File: src/rtl/irq_controller_pkg.sv
// Shared definitions for the interrupt controller: register byte offsets,
// controller state encoding, the "no source" id and a one-hot helper.
package irq_controller_pkg;

  // Register byte offsets inside the block (decoded on word boundaries)
  localparam logic [5:0] IRQ_PENDING  = 6'h00;
  localparam logic [5:0] IRQ_MASK     = 6'h04;
  localparam logic [5:0] IRQ_CLEAR    = 6'h08;
  localparam logic [5:0] IRQ_EDGE_SEL = 6'h0C;
  localparam logic [5:0] IRQ_ACTIVE   = 6'h10;
  localparam logic [5:0] IRQ_EOI      = 6'h14;
  localparam logic [5:0] IRQ_CNT_BASE = 6'h20;

  // Id reported when nothing is requested or in service
  localparam logic [2:0] NONE_ID = 3'd7;

  // Request/acknowledge/end-of-interrupt sequence
  typedef enum logic [1:0] {
    IDLE    = 2'd0,
    REQ     = 2'd1,
    SERVICE = 2'd2
  } irq_state_e;

  // One-hot of a source id onto the 6-bit CPU interrupt vector; ids 6/7 give 0
  function automatic logic [5:0] id_onehot(input logic [2:0] id);
    logic [5:0] oh;
    oh = 6'b000000;
    case (id)
      3'd0:    oh = 6'b000001;
      3'd1:    oh = 6'b000010;
      3'd2:    oh = 6'b000100;
      3'd3:    oh = 6'b001000;
      3'd4:    oh = 6'b010000;
      3'd5:    oh = 6'b100000;
      default: oh = 6'b000000;
    endcase
    return oh;
  endfunction

endpackage

File: src/rtl/irq_controller_prio_enc.sv
// Fixed-priority encoder: reports the lowest-index set request bit.
// Index 0 has the highest priority; id is NONE_ID when nothing is set.
module irq_prio_enc
  import irq_controller_pkg::*;
#(
  parameter int NUM_SRC = 6
) (
  input  logic [NUM_SRC-1:0] req_i,
  output logic               valid_o,
  output logic [2:0]         id_o
);

  logic       found_s;
  logic [2:0] id_s;

  // Scan upward and keep the first hit so lower indices win
  always_comb begin
    found_s = 1'b0;
    id_s    = NONE_ID;
    for (int i = 0; i < NUM_SRC; i++) begin
      if (req_i[i] && !found_s) begin
        found_s = 1'b1;
        id_s    = 3'(i);
      end else begin
        found_s = found_s;
        id_s    = id_s;
      end
    end
  end

  assign valid_o = found_s;
  assign id_o    = id_s;

endmodule

File: src/rtl/irq_controller.sv
// Programmable interrupt controller between peripheral IRQ lines and the
// CPU's 6-bit HWInt input. Latches level/edge requests, masks them, picks
// the highest-priority one and runs a request/ack/EOI handshake so the CPU
// sees one interrupt at a time.
// Optional build macro IRQ_STAT_EN adds per-source event counters at byte
// offsets 0x20.. and widens the register decode to addr[5:2].
module irq_controller
  import irq_controller_pkg::*;
#(
  parameter int NUM_SRC = 6,
  parameter int CNT_W   = 8
) (
  input  logic               clk,
  input  logic               reset,
  input  logic [31:0]        addr,
  input  logic               we,
  input  logic [31:0]        wdata,
  output logic [31:0]        rdata,
  input  logic [NUM_SRC-1:0] irq_in,
  input  logic               int_ack,
  output logic [5:0]         hw_int,
  output logic [2:0]         active_id
);

  // Architectural state
  logic [NUM_SRC-1:0] pending_q, pending_d;
  logic [NUM_SRC-1:0] mask_q, mask_d;
  logic [NUM_SRC-1:0] edge_sel_q, edge_sel_d;
  logic [NUM_SRC-1:0] prev_irq_q;
  irq_state_e         state_q, state_d;
  logic [2:0]         id_q, id_d;
  logic [5:0]         hw_int_q, hw_int_d;
  logic [2:0]         active_id_q, active_id_d;

  // Decode and datapath helpers
  logic [3:0]         word_s;
  logic               wr_mask_s, wr_clear_s, wr_edge_s, wr_eoi_s;
  logic [NUM_SRC-1:0] eligible_s;
  logic               sel_valid_s;
  logic [2:0]         sel_id_s;
  logic [5:0]         sel_oh_s;
  logic [5:0]         cur_oh_s;
  logic               cur_elig_s;
  logic               ack_take_s;
  logic [NUM_SRC-1:0] set_s, clr_s;
  logic [31:0]        rdata_s;
  logic               unused_s;

  // Word select; without counters the upper offsets alias the 3-bit decode
  always_comb begin
`ifdef IRQ_STAT_EN
    word_s = addr[5:2];
`else
    word_s = {1'b0, addr[4:2]};
`endif
    wr_mask_s  = we && (word_s == IRQ_MASK[5:2]);
    wr_clear_s = we && (word_s == IRQ_CLEAR[5:2]);
    wr_edge_s  = we && (word_s == IRQ_EDGE_SEL[5:2]);
    wr_eoi_s   = we && (word_s == IRQ_EOI[5:2]);
  end

  assign eligible_s = pending_q & mask_q;

  irq_prio_enc #(
    .NUM_SRC (NUM_SRC)
  ) u_prio_enc (
    .req_i   (eligible_s),
    .valid_o (sel_valid_s),
    .id_o    (sel_id_s)
  );

  assign sel_oh_s   = id_onehot(sel_id_s);
  assign cur_oh_s   = id_onehot(id_q);
  assign cur_elig_s = |(cur_oh_s[NUM_SRC-1:0] & eligible_s);

  // Handshake FSM: next state plus registered hw_int/active_id values
  always_comb begin
    state_d     = state_q;
    id_d        = id_q;
    hw_int_d    = hw_int_q;
    active_id_d = active_id_q;
    ack_take_s  = 1'b0;
    case (state_q)
      IDLE: begin
        if (sel_valid_s) begin
          state_d     = REQ;
          id_d        = sel_id_s;
          hw_int_d    = sel_oh_s;
          active_id_d = sel_id_s;
        end else begin
          hw_int_d    = 6'b000000;
          active_id_d = NONE_ID;
        end
      end
      REQ: begin
        // Latched id is kept even if a higher-priority source shows up
        if (int_ack) begin
          state_d     = SERVICE;
          hw_int_d    = 6'b000000;
          active_id_d = id_q;
          ack_take_s  = 1'b1;
        end else if (!cur_elig_s) begin
          state_d     = IDLE;
          hw_int_d    = 6'b000000;
          active_id_d = NONE_ID;
        end else begin
          hw_int_d    = cur_oh_s;
          active_id_d = id_q;
        end
      end
      SERVICE: begin
        hw_int_d = 6'b000000;
        if (wr_eoi_s) begin
          state_d     = IDLE;
          active_id_d = NONE_ID;
        end else begin
          active_id_d = id_q;
        end
      end
      default: begin
        state_d     = IDLE;
        id_d        = NONE_ID;
        hw_int_d    = 6'b000000;
        active_id_d = NONE_ID;
      end
    endcase
  end

  // Pending/mask/edge-select next values; a set in the same cycle beats a clear
  always_comb begin
    set_s     = irq_in & ~(edge_sel_q & prev_irq_q);
    clr_s     = ({NUM_SRC{wr_clear_s}} & wdata[NUM_SRC-1:0])
              | ({NUM_SRC{ack_take_s}} & cur_oh_s[NUM_SRC-1:0]);
    pending_d = (pending_q & ~clr_s) | set_s;
    if (wr_mask_s) begin
      mask_d = wdata[NUM_SRC-1:0];
    end else begin
      mask_d = mask_q;
    end
    if (wr_edge_s) begin
      edge_sel_d = wdata[NUM_SRC-1:0];
    end else begin
      edge_sel_d = edge_sel_q;
    end
  end

  // State registers with synchronous active-low reset
  always_ff @(posedge clk) begin
    if (!reset) begin
      pending_q   <= {NUM_SRC{1'b0}};
      mask_q      <= {NUM_SRC{1'b0}};
      edge_sel_q  <= {NUM_SRC{1'b0}};
      prev_irq_q  <= {NUM_SRC{1'b0}};
      state_q     <= IDLE;
      id_q        <= NONE_ID;
      hw_int_q    <= 6'b000000;
      active_id_q <= NONE_ID;
    end else begin
      pending_q   <= pending_d;
      mask_q      <= mask_d;
      edge_sel_q  <= edge_sel_d;
      prev_irq_q  <= irq_in;
      state_q     <= state_d;
      id_q        <= id_d;
      hw_int_q    <= hw_int_d;
      active_id_q <= active_id_d;
    end
  end

`ifdef IRQ_STAT_EN
  localparam logic [CNT_W-1:0] CNT_ONE = {{(CNT_W-1){1'b0}}, 1'b1};
  localparam logic [CNT_W-1:0] CNT_MAX = {CNT_W{1'b1}};

  logic [CNT_W-1:0]   cnt_q [NUM_SRC];
  logic [NUM_SRC-1:0] cnt_wr_s;
  logic [NUM_SRC-1:0] cnt_inc_s;

  // Counter write strobes and pending 0->1 events
  always_comb begin
    cnt_inc_s = pending_d & ~pending_q;
    cnt_wr_s  = {NUM_SRC{1'b0}};
    for (int i = 0; i < NUM_SRC; i++) begin
      if (we && (word_s == (IRQ_CNT_BASE[5:2] + 4'(i)))) begin
        cnt_wr_s[i] = 1'b1;
      end else begin
        cnt_wr_s[i] = 1'b0;
      end
    end
  end

  // Saturating event counters; a bus write zeroes the addressed counter
  always_ff @(posedge clk) begin
    for (int i = 0; i < NUM_SRC; i++) begin
      if (!reset) begin
        cnt_q[i] <= {CNT_W{1'b0}};
      end else if (cnt_wr_s[i]) begin
        cnt_q[i] <= {CNT_W{1'b0}};
      end else if (cnt_inc_s[i] && (cnt_q[i] != CNT_MAX)) begin
        cnt_q[i] <= cnt_q[i] + CNT_ONE;
      end else begin
        cnt_q[i] <= cnt_q[i];
      end
    end
  end
`endif

  // Combinational register read mux; unmapped and write-only words read 0
  always_comb begin
    rdata_s = {32{1'b0}};
    case (word_s)
      IRQ_PENDING[5:2]:  rdata_s[NUM_SRC-1:0] = pending_q;
      IRQ_MASK[5:2]:     rdata_s[NUM_SRC-1:0] = mask_q;
      IRQ_EDGE_SEL[5:2]: rdata_s[NUM_SRC-1:0] = edge_sel_q;
      IRQ_ACTIVE[5:2]:   rdata_s[2:0]         = active_id_q;
      default: begin
`ifdef IRQ_STAT_EN
        for (int i = 0; i < NUM_SRC; i++) begin
          if (word_s == (IRQ_CNT_BASE[5:2] + 4'(i))) begin
            rdata_s[CNT_W-1:0] = cnt_q[i];
          end else begin
            rdata_s = rdata_s;
          end
        end
`else
        rdata_s = {32{1'b0}};
`endif
      end
    endcase
  end

  assign rdata     = rdata_s;
  assign hw_int    = hw_int_q;
  assign active_id = active_id_q;

  // Bus bits outside the decode and write data above the source count
  assign unused_s = ^{addr[31:5], addr[1:0], wdata, (CNT_W > 0)};

endmodule

File: config.mk
export PLATFORM = sky130hd
export DESIGN_NAME = irq_controller
export DESIGN_NICKNAME = d
export VERILOG_FILES = /design/src/rtl/irq_controller_pkg.sv /design/src/rtl/irq_controller_prio_enc.sv /design/src/rtl/irq_controller.sv
export SDC_FILE = /design/constraint.sdc
export NUM_CORES = 1
export LEC_CHECK = 0
export CORE_MARGIN = 5
export CORE_UTILIZATION = 30
export DETAILED_ROUTE_END_ITERATION = 10
export GPL_TIMING_DRIVEN = 0
export MAX_ROUTING_LAYER = met4
export SYNTH_ARGS = -nofsm -noshare
export SYNTH_HDL_FRONTEND = slang
export SYNTH_SLANG_ARGS = --single-unit
File: constraint.sdc
create_clock -name clk -period 2.2 [get_ports clk]
set_input_delay 0.22 -clock clk [delete_from_list [all_inputs] [get_ports clk]]
set_output_delay 0.22 -clock clk [all_outputs]
set_load 0.01 [all_outputs]
# Yosys cells after proc, flatten, opt, wreduce, memory -nomap -nowiden

Index checks and enable logic that the tools add are counted.

Flip-flop bits (word level): 38
Bits of input ports: 74
Output and inout port bits: 41
Word-level logic and storage cells: 96

Eq/ne operators: 20
Multiplexer cells: 34
Bitwise gates (word level): 12
Reductions and logical operators: 22

Operators by type and width:

| cell               | count |
|---|---|
| $pmux 6 s6         | 2 |
| $and 6x6->6        | 7 |
| $mux 3             | 11 |
| $eq 3x2->1 const B | 6 |
| $eq 3x3->1 const B | 6 |
| $mux 6             | 3 |
| $pmux 3 s3         | 2 |
| $not 6->6          | 2 |
| $or 6x6->6         | 2 |
| $pmux 3 s4         | 1 |
| $pmux 6 s2         | 1 |
| $eq 3x1->1 const B | 3 |
| $logic_and 1x1->1  | 9 |
| $mux 1             | 8 |
| $mux 2             | 4 |
| $logic_not 3->1    | 2 |
| $pmux 2 s3         | 1 |
| $pmux 3 s2         | 1 |
| $reduce_or 6->1    | 1 |
| $logic_not 1->1    | 5 |
| $logic_not 4->1    | 1 |
| $ne 2x2->1 const B | 2 |
| $ne 3x3->1 const B | 1 |
| $reduce_and 3->1   | 1 |
| other kinds (6)    | 6 |

# Depth between registers and ports, before layout

Depth after elaboration: 21
Depth in mapped cells: 7
Mapped depth without buffers: 7

# By module

Synthesis repeated with hierarchy kept, for this count alone.

Cells, all modules: 251
Area total of the unflattened synthesis: 2169.6 um2

By module, submodules not included:

| module         | instances | cells each | area each (um2) | seq. area each (um2) |
|---|---|---|---|---|
| irq_controller | 1         | 243        | 2119.5          | 760.7 |
| irq_prio_enc   | 1         | 8          | 50.0            | 0.0 |

# Worst setup path before layout

Ideal clock, no wire load.

Path kind: register -> register
From: register id_q[2]
To: register hw_int_q[0] (netlist: hw_int[0])
Setup time: 0.074 ns
Data arrival time: 1.893 ns
Path slack: 0.232 ns
Cell stages (with the launch flop): 6
Buffers on the path: 1
Clock period less this slack: 1.968 ns
Path through: dfxtp_1 buf_2 mux4_2 or4_4 or4_1 o21ai_0

Word-level cells in the longest chain between the ends: 7
Elaborated cells on any way between the ends: 12

Ends and longest elaborated chain:

| element                                  | line                     | text |
|---|---|---|
| from (decl)                              | irq_controller.sv:31     | `logic [2:0] id_q, id_d;` |
| from (signal assigned)                   | irq_controller.sv:164    | `id_q <= id_d;` |
| $eq 3x3->1, or another cell as far along | irq_controller_pkg.sv:28 | `case (id)` |
| $pmux 6 s6 (*)                           | irq_controller_pkg.sv:28 |  |
| $and 6x6->6                              | irq_controller.sv:74     | `assign cur_elig_s = \|(cur_oh_s[NUM_SRC-1:0] & eligible_s);` |
| $reduce_or 6->1                          | irq_controller.sv:74     |  |
| $mux 6 (*)                               | irq_controller.sv:102    | `end else if (!cur_elig_s) begin` |
| $mux 6 (*)                               | irq_controller.sv:97     | `if (int_ack) begin` |
| $pmux 6 s2 (*)                           | irq_controller.sv:83     | `case (state_q)` |
| to (signal assigned)                     | irq_controller.sv:165    | `hw_int_q <= hw_int_d;` |
| to (decl)                                | irq_controller.sv:32     | `logic [5:0] hw_int_q, hw_int_d;` |

Mark *: on every way between the ends. The rest lies on a longest branch, timed or not.
A chain may end at the register's enable or synchronous reset.

# Worst setup path in the final report

Same ends and word-level chain as after synthesis.

==> impl_metrics.yaml <==
timing:
  fmax_ghz: 0.4680
  fin_setup_tns_ns: 0
  fin_skew_ns: 0.01014
  tightest_slew_ns: 0.7547
  fin_crit_ns: 2.137
  setup_viol: 0
  hold_viol_final: 0
  finalCritPeriodShare_pct: 97.13
  slew_viol_final: 0
  slew_headroom_pct: 48.97
clock_network:
  cts_tree: "done"
  cts_buffers: 5
  clk_latency_ns: 0.30
  post_cts_buffers: 0
  cts-root-buf: "clkbuf_8"
  clock_sinks: 38
  htreeDepth: 2
  cts_buffer_depth: 2
  clkTransAtPathRegs_ns: 0.09
min_path:
  hp-class: "reg2reg"
  hp-start: "prev_irq_q[1]"
  worst_hold_path.endpoint: "pending_q[1]"
  holdPathStages: 2
pwr:
  p_leak_nw: 1.166
  ir_worst_vdd_v: 0.0002911
  p_total_mw: 2.009
  powerDensity_nw_per_um2: 711.6
final_layout:
  multi_input_area_um2: 1221
  antenna_cells: 0
  final-seq-area_um2: 763.2
  nets: 390
  drive_gt1_share_pct: 16.29
  syn2layout_area_growth_pct: 32.55
  fin_area_um2: 2823
  filler_cell_count: 700
drt:
  finalWirelength_mm: 5.971
  dr.pass1.iters: 4
  post-route-drc-count: 0
  ant_nets: 0
  via_count: 1936
  drt_iter0_drc: 128
  via_per_inst: 4.733
  wl_per_cell_um: 14.60
global_routing:
  overflow: 0
  grt_pass1_vias: 1856
  grt_pass1_wl_mm: 9.356
  grt.total_usage_pct: 13.88
  grt_max_degree: 14
  antenna_found_initial: 0
setup_path:
  worstPathMaxFanout: 8
  endpoint_kind: "flop"
  r2r-start: "id_q[2]"
  start_kind: "flop"
  rrSetupSlack_ns: 0.06
  criticalPathCategory: "reg2reg"
  reg2regPathDepth: 5
  cp.required_ns: 2.41
  setup.worst_path.start: "id_q[2]"
  crit_arrival_ns: 2.35
  rr_endpoint: "hw_int[0]"
floorplanning:
  core_um2: 6869
  start_util_pct: 31.00
  fp-row-count: 30
  die_h_um: 94.25
  boundaryPins: 115
  die_area_um2: 8883
  die_w_um: 94.25
synth:
  synth.largest_area_cell: "dfxtp_1"
  synth_seq_cells: 38
  ys_types: 45
  synth_top_area_share_pct: 35.72
  ys_seq_area_share_pct: 35.72
  synth_area_leaders: "dfxtp_1 (36%), buf_4 (9.5%), mux2i_1 (8.9%)"
  syn-instance-count: 249
  ys_warn_count: 0
  syn-cell-area_um2: 2130
  syn_area_per_cell_um2: 8.552
run:
  cap_violations: 0
placement:
  place_area_um2: 2654
  place.gp.congestion: 0.9298
  dp.final_hpwl_mm: 4.511
  io_buffers: 31
outcome:
  status: "finished, final reports clean"
## placed cells by master (no fill, tap or decap), types with 8 or more instances in the layout
master           instances
a32o_1                   8
conb_1                  26
buf_4                   27
dfxtp_1                 36
nor2b_1                 14
o21ai_0                 10
nor2_1                  16
nand2_1                 27
mux2i_1                 19
clkdlybuf4s50_1         31
## sequential cells by signal, indices dropped and copies added (netlist names)
signal,count
state_q,2
edge_sel_q,6
id_q,3
pending_q,6
active_id,3
mask_q,6
hw_int,6
prev_irq_q,6
## cell usage after synthesis, drive strengths merged
cell type / instances
a21o: 1
inv: 7
nand2b: 2
nor2: 16
clkbuf: 9
or3: 1
dfxtp: 38
o311a: 1
nand4: 2
mux2i: 19
nand3: 6
a32o: 8
o22ai: 4
or2: 1
a21oi: 5
nand4b: 1
or4: 2
o221ai: 1
nor4bb: 1
o21ai: 10
o2bb2ai: 1
buf: 28
a32oi: 4
mux4: 1
a211oi: 1
and2: 8
nor3b: 1
a22oi: 4
and3: 3
o211ai: 1
nor2b: 15
o2111ai: 1
conb: 1
a31o: 1
nor3: 3
ha: 4
nand2: 29
a31oi: 7
nand3b: 1
## through the flow
| stage | hold slack [ns] | utilization, % | setup slack (ns) | cells |
|---|---|---|---|---|
| 2_1_floorplan | 0.3644 | - | 0.2325 | 274 |
| 3_3_place_gp | 0.4692 | 38.63 | -0.1512 | 401 |
| 3_5_place_dp | 0.4722 | 38.63 | -0.1494 | 401 |
| 4_1_cts | 0.4920 | 40.67 | 0.02727 | 409 |
| 5_1_grt | 0.5070 | 41.09 | -0.0008709 | 409 |
| 6_report | 0.4868 | 41.09 | 0.06305 | 409 |
## how the worst max path moves through the flow
stage,endpoint,slack [ns],cells past startpoint
CTS,hw_int[0],0.03,7
floorplan,hw_int[0],0.23,5
global placement,pending_q[0],-0.15,4
global route,hw_int[0],-0.0009,7
finish,hw_int[0],0.06,5
detailed placement,pending_q[1],-0.15,4
## routing by layer
| metal | up-vias | wire length [um] | global-route usage [%] | part of all wire (%) |
|---|---|---|---|---|
| met2 | 81 | 2742 | 21.93 | 46 |
| met3 | 12 | 467 | 2.724 | 7.8 |
| met1 | 887 | 2635 | 17.41 | 44 |
| li1 | 956 | - | - | - |
| met5 | - | 0 | - | 0 |
| met4 | 0 | 126 | 5.415 | 2.1 |
## area by class of cell
cell class | instances | share of cell area [%]
clock buffers | 5 | 2.438
well taps | 96 | 4.255
plain buffers | 37 | 8.644
clock inverters | 3 | 2.438
inverters | 7 | 0.9309
multi-input cells | 192 | 43.26
repair buffers | 31 | 10.99
flip-flops and latches | 38 | 27.04
## logic make-up after synthesis
kind of cell    Yosys count  share of synthesized area, %
simple gates             92                         22.45
buf+inv                  44                         12.57
other cells               1                        0.1761
fa+ha+maj                 4                         2.350
compound gates           50                         16.75
mux                      20                         9.988
flops                    38                         35.72
## critical path: stages, from the launching register on
cell and delay [ns]:
dfxtp_1 0.31, buf_2 0.18, mux4_2 0.54, or4_4 0.53, or4_1 0.40, o21ai_0 0.10
## timing repair
action                                  CTS  global route
endpoints found under the setup margin    1             7
endpoints found under the hold margin     0             0
cloned                                    0             0
hold buffers                              0             0
gates resized for setup                   1            11
## report_power, final
group | switching, mW | internal [mW]
registers | 0.0443 | 0.739
clock network | 0.277 | 0.455
logic | 0.262 | 0.232
total | 0.583 | 1.43
No activity file was read; power rests on OpenSTA's default activity.
